### config.mk
export PLATFORM = sky130hd
export DESIGN_NAME = pixel_write_sink
export DESIGN_NICKNAME = d
export VERILOG_FILES = /design/src/rtl/pixel_write_sink.sv
export SDC_FILE = /design/constraint.sdc
export NUM_CORES = 1
export LEC_CHECK = 0
export ABC_AREA = 1
export BUFFER_PORTS_ARGS = -buffer_cell sky130_fd_sc_hd__buf_2
export CAP_MARGIN = 10
export CORE_MARGIN = 1
export CORE_UTILIZATION = 40
export CTS_BUF_LIST = sky130_fd_sc_hd__clkbuf_2 sky130_fd_sc_hd__clkbuf_4 sky130_fd_sc_hd__clkbuf_8
export CTS_CLUSTER_SIZE = 14
export DETAILED_ROUTE_END_ITERATION = 7
export PLACE_DENSITY = 0.69
export SYNTH_ARGS = -nofsm -noshare
export SYNTH_HDL_FRONTEND = slang
export SYNTH_SLANG_ARGS = --single-unit
### constraint.sdc
create_clock -name clk -period 3.15 [get_ports clk]
set_input_delay 0.63 -clock clk [delete_from_list [all_inputs] [get_ports clk]]
set_output_delay 0.63 -clock clk [all_outputs]
set_load 0.005 [all_outputs]
### src/rtl/pixel_write_sink.sv
// Pixel-write sink: bounds-checks incoming (x, y, colour) beats against the
// visible area, turns each legal beat into a linear framebuffer address, holds
// it in a small show-ahead FIFO and hands it to the framebuffer memory port
// with valid/ready handshaking so memory stalls never lose a pixel.
module pixel_write_sink #(
  parameter int unsigned H_RES   = 640,
  parameter int unsigned V_RES   = 480,
  parameter int unsigned DEPTH   = 4,
  parameter int unsigned COLOR_W = 9,
  parameter int unsigned ADDR_W  = 19
) (
  input  logic               clk,
  input  logic               reset,
  input  logic [9:0]         vga_x,
  input  logic [8:0]         vga_y,
  input  logic [COLOR_W-1:0] vga_color,
  input  logic               vga_write,
  output logic               in_ready,
  output logic [ADDR_W-1:0]  mem_addr,
  output logic [COLOR_W-1:0] mem_data,
  output logic               mem_we,
  input  logic               mem_ready,
  output logic               busy,
  output logic               overflow,
  output logic               oob,
  input  logic               clr_status,
  output logic [ADDR_W-1:0]  pix_count
);

  localparam int unsigned PtrW = (DEPTH > 1) ? $clog2(DEPTH) : 1;
  localparam int unsigned CntW = PtrW + 1;

  // Input-side decode
  logic              in_range;
  logic              accept;
  logic              take_pixel;
  logic              drop_full;
  logic              drop_oob;
  logic [ADDR_W-1:0] addr_calc;
  logic [CntW:0]     occupancy;

  // Stage register between address calculation and the FIFO
  logic               stage_valid_q;
  logic [ADDR_W-1:0]  stage_addr_q;
  logic [COLOR_W-1:0] stage_color_q;

  // FIFO storage and bookkeeping
  logic [ADDR_W-1:0]  fifo_addr_q  [DEPTH];
  logic [COLOR_W-1:0] fifo_color_q [DEPTH];
  logic [PtrW-1:0]    wr_ptr_q, wr_ptr_d;
  logic [PtrW-1:0]    rd_ptr_q, rd_ptr_d;
  logic [CntW-1:0]    count_q, count_d;
  logic               fifo_empty;
  logic               push;
  logic               pop;

  // Status
  logic              overflow_q, overflow_d;
  logic              oob_q, oob_d;
  logic [ADDR_W-1:0] pix_count_q, pix_count_d;

  // Range check done at full precision so non-default resolutions stay correct.
  assign in_range = (32'(vga_x) < H_RES) && (32'(vga_y) < V_RES);

  // Capacity only looks at registered state; a same-cycle pop earns no credit.
  assign occupancy  = {1'b0, count_q} + {{CntW{1'b0}}, stage_valid_q};
  assign in_ready   = occupancy < (CntW + 1)'(DEPTH);

  assign accept     = vga_write & in_ready;
  assign take_pixel = accept & in_range;
  assign drop_full  = vga_write & ~in_ready;
  assign drop_oob   = accept & ~in_range;

  // y*640 = (y<<9)+(y<<7) for the default width; otherwise a plain multiply.
  if (H_RES == 640) begin : g_shift_add
    assign addr_calc = (ADDR_W'(vga_y) << 9) + (ADDR_W'(vga_y) << 7) + ADDR_W'(vga_x);
  end else begin : g_mul
    assign addr_calc = ADDR_W'(vga_y) * ADDR_W'(H_RES) + ADDR_W'(vga_x);
  end

  assign fifo_empty = (count_q == '0);
  assign push       = stage_valid_q;
  assign pop        = ~fifo_empty & mem_ready;

  // Stage register: latch address and colour of each accepted in-range beat.
  always_ff @(posedge clk or posedge reset) begin
    if (reset) begin
      stage_valid_q <= 1'b0;
      stage_addr_q  <= '0;
      stage_color_q <= '0;
    end else begin
      stage_valid_q <= take_pixel;
      if (take_pixel) begin
        stage_addr_q  <= addr_calc;
        stage_color_q <= vga_color;
      end
    end
  end

  // FIFO payload storage; contents are don't-care while the entry is unused.
  always_ff @(posedge clk) begin
    if (push) begin
      fifo_addr_q[wr_ptr_q]  <= stage_addr_q;
      fifo_color_q[wr_ptr_q] <= stage_color_q;
    end
  end

  // FIFO pointer and occupancy next-state; pointers wrap naturally (power-of-two depth).
  always_comb begin
    wr_ptr_d = wr_ptr_q;
    rd_ptr_d = rd_ptr_q;
    count_d  = count_q;
    if (push) wr_ptr_d = wr_ptr_q + PtrW'(1);
    if (pop)  rd_ptr_d = rd_ptr_q + PtrW'(1);
    case ({push, pop})
      2'b10:   count_d = count_q + CntW'(1);
      2'b01:   count_d = count_q - CntW'(1);
      default: count_d = count_q;
    endcase
  end

  // FIFO pointer and occupancy registers; reset discards anything buffered.
  always_ff @(posedge clk or posedge reset) begin
    if (reset) begin
      wr_ptr_q <= '0;
      rd_ptr_q <= '0;
      count_q  <= '0;
    end else begin
      wr_ptr_q <= wr_ptr_d;
      rd_ptr_q <= rd_ptr_d;
      count_q  <= count_d;
    end
  end

  // Sticky flags (a set in the same cycle as a clear wins) and accepted-pixel counter.
  always_comb begin
    overflow_d  = overflow_q;
    oob_d       = oob_q;
    pix_count_d = pix_count_q;
    if (clr_status) begin
      overflow_d = 1'b0;
      oob_d      = 1'b0;
    end
    if (drop_full) overflow_d = 1'b1;
    if (drop_oob)  oob_d      = 1'b1;
    if (take_pixel) pix_count_d = pix_count_q + ADDR_W'(1);
  end

  // Status registers.
  always_ff @(posedge clk or posedge reset) begin
    if (reset) begin
      overflow_q  <= 1'b0;
      oob_q       <= 1'b0;
      pix_count_q <= '0;
    end else begin
      overflow_q  <= overflow_d;
      oob_q       <= oob_d;
      pix_count_q <= pix_count_d;
    end
  end

  // Show-ahead head; gated so outputs read zero whenever nothing is queued.
  assign mem_we    = ~fifo_empty;
  assign mem_addr  = mem_we ? fifo_addr_q[rd_ptr_q]  : '0;
  assign mem_data  = mem_we ? fifo_color_q[rd_ptr_q] : '0;

  assign busy      = stage_valid_q | ~fifo_empty;
  assign overflow  = overflow_q;
  assign oob       = oob_q;
  assign pix_count = pix_count_q;

endmodule

==> results of run 1 <==
[kinds of logic after synthesis]
family | after synthesis
DFF | 169
AOI/OAI and AO/OA | 107
and+or+nand+nor | 363
adders and majority gates | 26
buffers and inverters | 80
xor gates and xnor gates | 22
[cell usage after synthesis (5+ instances only)]
| cell type | n | share of area, % |
|---|---|---|
| nand2_1 | 182 | 8.9 |
| nor2_1 | 149 | 7.3 |
| edfxtp_1 | 112 | 44 |
| o21ai_0 | 66 | 4.3 |
| dfrtp_1 | 57 | 19 |
| inv_1 | 46 | 2.2 |
| a21oi_1 | 33 | 2.1 |
| ha_1 | 23 | 3.7 |
| xor2_1 | 19 | 2.2 |
| nand3_1 | 17 | 1.1 |
| buf_2 | 12 | 0.78 |
| clkbuf_1 | 7 | 0.34 |
| buf_4 | 5 | 0.49 |
| buf_6 | 5 | 0.73 |
| nor2_2 | 5 | 0.41 |
[metal layers]
layer  GRT usage (%)  part of all wire (%)  vias to the layer above
met2            28.0                    46                      119
met1            23.7                    48                     2539
met4            5.55                   1.2                        0
met3            4.11                   4.3                       17
li1                -                     -                     2694
met5               0                     0                        -
[power by group through the flow]
stage	Clock, mW	Sequential [mW]	Combinational [mW]
3_5_place_dp	0	3.40	2.42
6_report	1.53	3.36	2.38
3_3_place_gp	0	3.38	2.37
2_1_floorplan	0	3.28	1.58
4_1_cts	1.55	3.36	2.43
5_1_grt	1.65	3.42	2.70
[worst reg2reg max path, delay by kind of cell (launching register included)]
family	cells	cell delay (ps)
fa+ha+maj	2	580
flops	1	460
simple gates	2	340
compound gates	2	260
buf+inv	2	250
xor+xnor	1	150
[registers in the layout, summed over array words and instances (netlist names)]
register / count
fifo_addr_q: 76
fifo_color_q: 36
pix_count: 19
stage_addr_q: 19
stage_color_q: 9
count_q: 3
rd_ptr_q: 2
wr_ptr_q: 2
oob: 1
overflow: 1
push: 1
[final timing paths]
| check | start | to |
|---|---|---|
| max in group asynchronous | reset | count_q[0] |
| max reg2reg | count_q[0] | count_q[2] |
| min reg2reg | stage_addr_q[1] | fifo_addr_q[1][1] |
| min in group clk | clr_status | oob |
| max | rd_ptr_q[0] | mem_addr[5] |
| min | reset | stage_addr_q[8] |
[stage by stage]
stage	hold slack [ps]	instance area, um2	utilization, %	cells
2_1_floorplan	476	7700	-	767
3_3_place_gp	495	8360	44.5	1070
3_5_place_dp	499	8360	44.5	1070
4_1_cts	194	8750	46.6	1102
5_1_grt	229	8750	46.6	1102
6_report	202	8750	46.6	1102
[layout make-up]
type / count / share of cell area, %
clock buffers: 23 / 3.33
clock inverters: 9 / 1.13
well taps: 234 / 3.35
inverters: 48 / 2.06
flip-flops and latches: 169 / 54.7
multi-input cells: 518 / 29.0
repair buffers: 101 / 6.41
==> metrics.txt, run 1 <==
status=finished clean; Storage cell area=4790 um2; Routed Antenna Nets=0; DRT Pass-1 Iters=4; Post-Place Worst Slack=646 ps; minimum clock period=2700 ps; most common cell after layout, fill and taps aside=nand2_1; routed len/inst=14.9 um; most frequent cells in the layout=nand2_1 (182), nor2_1 (149), edfxtp_1 (112); gr usage total=17.5%; WS Path Type=flip-flop to output port; Port Buffers=84; crit share post-route=85.8%; share of cells above drive strength 1=16.7%; worst hold path type=primary input to asynchronous set/reset pin; mapped cell area=7700 um2; sw frac=35.7%; largest net degree at the start of global routing=48; initial antenna violation count=1; Post-CTS Hold Buffers=0; worst path arrival time=2070 ps; CP max FO=36; Leak Pwr=3.80 nW; Synth Net Count=826; core area=18800 um2; CP peak stage delay=400 ps; Adder-Cell Fraction of Synth Area=4.52%; Slew headroom=60.3%; area of the multi-input gates=2540 um2; Post-Syn Instances=767; # clock sinks=169; Final #Nets=914; Hold Violations, Final=0; Seq cells post-synth=169; Max VDD drop=0.321 mV; Syn-to-layout area delta=13.7%; die width=141 um; CTS tree=built; multiplexer share of the synthesized area=0%; Antenna Cells=0; Die Y=141 um; combinational share of power=32.7%; CP delay by family, top=buffers and inverters; CP bufs+invs=4; GP Congestion=0.902; Netlist cell types=31; DRC violations left=0; Die ar.=19800 um2; worst-path cell chain=buf_4 > inv_1 > buf_4 > o21ai_0 > a21oi_1 > buf_2; Switch Pwr=2.59 mW; DR iter-0 viols=320; HPWL after DPL=10700 um; CTS buffer count=17; Total Power=7.27 mW; DR vias=5369; RSZ-0062 raised after global routing=no; post_cts resized=0; R2R setup slack=990 ps; H-tree levels=4; YS warnings=0; Synth Area in Compound Gates=7.12%; Remaining Overflow, GRT=0; Slew @ Worst Pin=595 ps; setup TNS=0 ps; total power divided by cell area=831 nW/um2; Clock power frac=21.0%; drt total wl=16400 um; I/O Pins=85; Worst Setup Start Kind=flip-flop; clock root buffer=clkbuf_8; simple-gate share of the synthesized area=18.7%; Final Skew=13.8 ps; Critical-path top delay cell=dfrtp_1; Clk pin slew, worst setup/hold paths=90 ps; sequential share of power=46.3%; largest family of logic cells by synthesized area=simple AND/OR/NAND/NOR gates; row cnt=50; max_cap viols=0; fillers=1759; final setup violation count=0; ys flop type=edfxtp_1; detailed-route vias per instance=4.87; number of global-route vias before repair=5047; CTS Buffer Depth=2; first-pass GRT wire length=26400 um; Setup Buffers After CTS=0; Max Freq=0.370 GHz; Starting Density=41.0%; CP Capture Type=output port; Post-synth EDFFs=112; post-synthesis xor/xnor area fraction=2.50%; final worst slack=447 ps; Reg2Reg Depth=9; critical path depth in cells=6; syn avg cell area=10.0 um2; Worst path most repeated cell=buf_4; Skew-Pair Late Insertion Delay=470 ps; CP required=2520 ps; sequential element share of the synthesized area=62.2%; Synth async-reset ratio=33.7%; Internal Power=4.68 mW; max-slew violations=0
No activity file was read; power rests on OpenSTA's default activity.
==> run 2: changes to the inputs <==
--- a/config.mk
+++ b/config.mk
@@ -14,6 +14,7 @@
 export CTS_CLUSTER_SIZE = 14
 export DETAILED_ROUTE_END_ITERATION = 7
 export PLACE_DENSITY = 0.69
+export RECOVER_POWER = 100
 export SYNTH_ARGS = -nofsm -noshare
 export SYNTH_HDL_FRONTEND = slang
 export SYNTH_SLANG_ARGS = --single-unit
==> metrics.txt, run 2 (synthesized netlist as in run 1, its figures left out) <==
status=finished with violations; failing checks=capacitance limit, slew limit; Final #Nets=914 (unchanged); Post-Place Worst Slack=646 ps (unchanged); core area=18800 um2 (unchanged); Post-CTS Hold Buffers=0 (unchanged); initial antenna violation count=1 (unchanged); Routed Antenna Nets=0 (unchanged); DR iter-0 viols=322 (+0.63%); Max Freq=0.371 GHz (+0.18%); DRT Pass-1 Iters=4 (unchanged); combinational share of power=32.0% (-0.7 points); # clock sinks=169 (unchanged); worst hold path type=primary input to flip-flop; max-slew violations=116 (+116); Post-Place Cells=1070 (unchanged); share of cells above drive strength 1=11.3% (-5.4 points); Die ar.=19800 um2 (unchanged); Remaining Overflow, GRT=0 (unchanged); Switch Pwr=2.58 mW (-0.30%); first-pass GRT wire length=26400 um (unchanged); sw frac=35.9% (+0.27 points); Worst R2R End=fifo_addr_q[1][10]; CP required=2520 ps (about the same); I/O Pins=85 (unchanged); max_cap viols=4 (+4); FF-to-FF Start=wr_ptr_q[1]; Reg2Reg Depth=5 (-4); H-tree levels=4 (unchanged); clock root buffer=clkbuf_8; row cnt=50 (unchanged); CP Capture Type=output port; Worst Setup EP=mem_addr[18]; fillers=1785 (+1.5%); worst path arrival time=2070 ps (about the same); most common cell after layout, fill and taps aside=nand2_1; final worst slack=451 ps (+4.98 ps); Slew @ Worst Pin=1940 ps (+1350 ps); Port Buffers=84 (unchanged); die width=141 um (unchanged); most frequent cells in the layout=nand2_1 (183), nor2_1 (155), edfxtp_1 (112); routed len/inst=14.9 um (+0.31%); Hold Violations, Final=0 (unchanged); CTS buffer count=17 (unchanged); Final Skew=14.7 ps (+0.944 ps); Largest regs=fifo_addr_q: 76 flops, fifo_color_q: 36 flops; Internal Power=4.61 mW (-1.5%); gr usage total=17.5% (unchanged); sequential share of power=46.7% (+0.4 points); WS Path Type=flip-flop to output port; area of the multi-input gates=2500 um2 (-1.5%); DR vias=5378 (+0.17%); Storage cell area=4790 um2 (unchanged); largest net degree at the start of global routing=48 (unchanged); R2R setup slack=570 ps (-420 ps); HPWL after DPL=10700 um (unchanged); Clock power frac=21.2% (+0.2 points); Crit. Startpoint=rd_ptr_q[0]; final setup violation count=0 (unchanged); post_cts resized=0 (unchanged); Starting Density=41.0% (unchanged); Die Y=141 um (unchanged); Worst Setup Start Kind=flip-flop; number of global-route vias before repair=5047 (unchanged); Leak Pwr=3.67 nW (-3.4%); Antenna Cells=0 (unchanged); Skew-Pair Late Insertion Delay=470 ps (about the same); Setup Buffers After CTS=0 (unchanged); minimum clock period=2700 ps (-4.98 ps); CTS Buffer Depth=2 (unchanged); CP max FO=36 (unchanged); register bank with the most flops=fifo_addr_q; GP Congestion=0.902 (unchanged); Max VDD drop=0.327 mV (+1.8%); RSZ-0062 raised after global routing=no; max reg flops=76 (unchanged); DRC violations left=0 (unchanged); drt total wl=16400 um (+0.31%); Syn-to-layout area delta=12.3%; total power divided by cell area=832 nW/um2 (+0.15%); setup TNS=0 ps (unchanged); detailed-route vias per instance=4.88 (+0.17%); Clk pin slew, worst setup/hold paths=90 ps (about the same); Slew headroom=-29.5% (-90 points); Total Power=7.19 mW (-1.0%); CTS tree=built; crit share post-route=85.7% (-0.16 points); Non-Filler Instances=1102 (unchanged)
run 2: area by class of cell:
class | count | share of cell area [%]
Sequential cell | 169 | 55.4
Multi-Input combinational cell | 518 | 28.9
Tap cell | 234 | 3.39
Inverter | 48 | 2.08
Clock inverter | 9 | 1.14
Timing Repair Buffer | 101 | 5.72
Clock buffer | 23 | 3.37
run 2: per-stage QoR:
stage	util, %	cell area, um2	hold WS (ps)
2_1_floorplan	-	7700	476
3_3_place_gp	44.5	8360	495
3_5_place_dp	44.5	8360	499
4_1_cts	46.6	8750	194
5_1_grt	46.1	8650	337
6_report	46.1	8650	361
run 2: power by group through the flow:
stage | registers, mW | clock network (mW) | logic [mW]
global route | 3.42 | 1.65 | 2.61
CTS | 3.36 | 1.55 | 2.43
global placement | 3.38 | 0 | 2.37
finish | 3.36 | 1.53 | 2.30
detailed placement | 3.40 | 0 | 2.42
floorplan | 3.28 | 0 | 1.58
run 2: worst min-delay path by stage:
stage / start / endpoint / slack (ps) / cells past startpoint
final: clr_status / oob / 360 / 2
after global routing: vga_x[0] / stage_addr_q[0] / 340 / 3
after CTS: reset / stage_addr_q[8] / 190 / 2
after detailed placement: stage_addr_q[11] / fifo_addr_q[0][11] / 500 / 0
after global placement: stage_addr_q[1] / fifo_addr_q[1][1] / 500 / 0
after floorplan: stage_addr_q[0] / fifo_addr_q[0][0] / 480 / 0
run 2: critical path: stages, from the launching register on:
cell and delay [ps]:
dfrtp_1 400, buf_4 210, inv_1 90, buf_4 310, o21ai_0 150, a21oi_1 270, clkbuf_2 160
run 2: routing by layer:
layer | wire length (um) | track usage (%) | vias up
met1 | 7840 | 23.7 | 2541
met4 | 202 | 5.55 | 0
met5 | 0 | 0 | -
met3 | 771 | 4.11 | 19
li1 | - | - | 2696
met2 | 7600 | 28.0 | 122
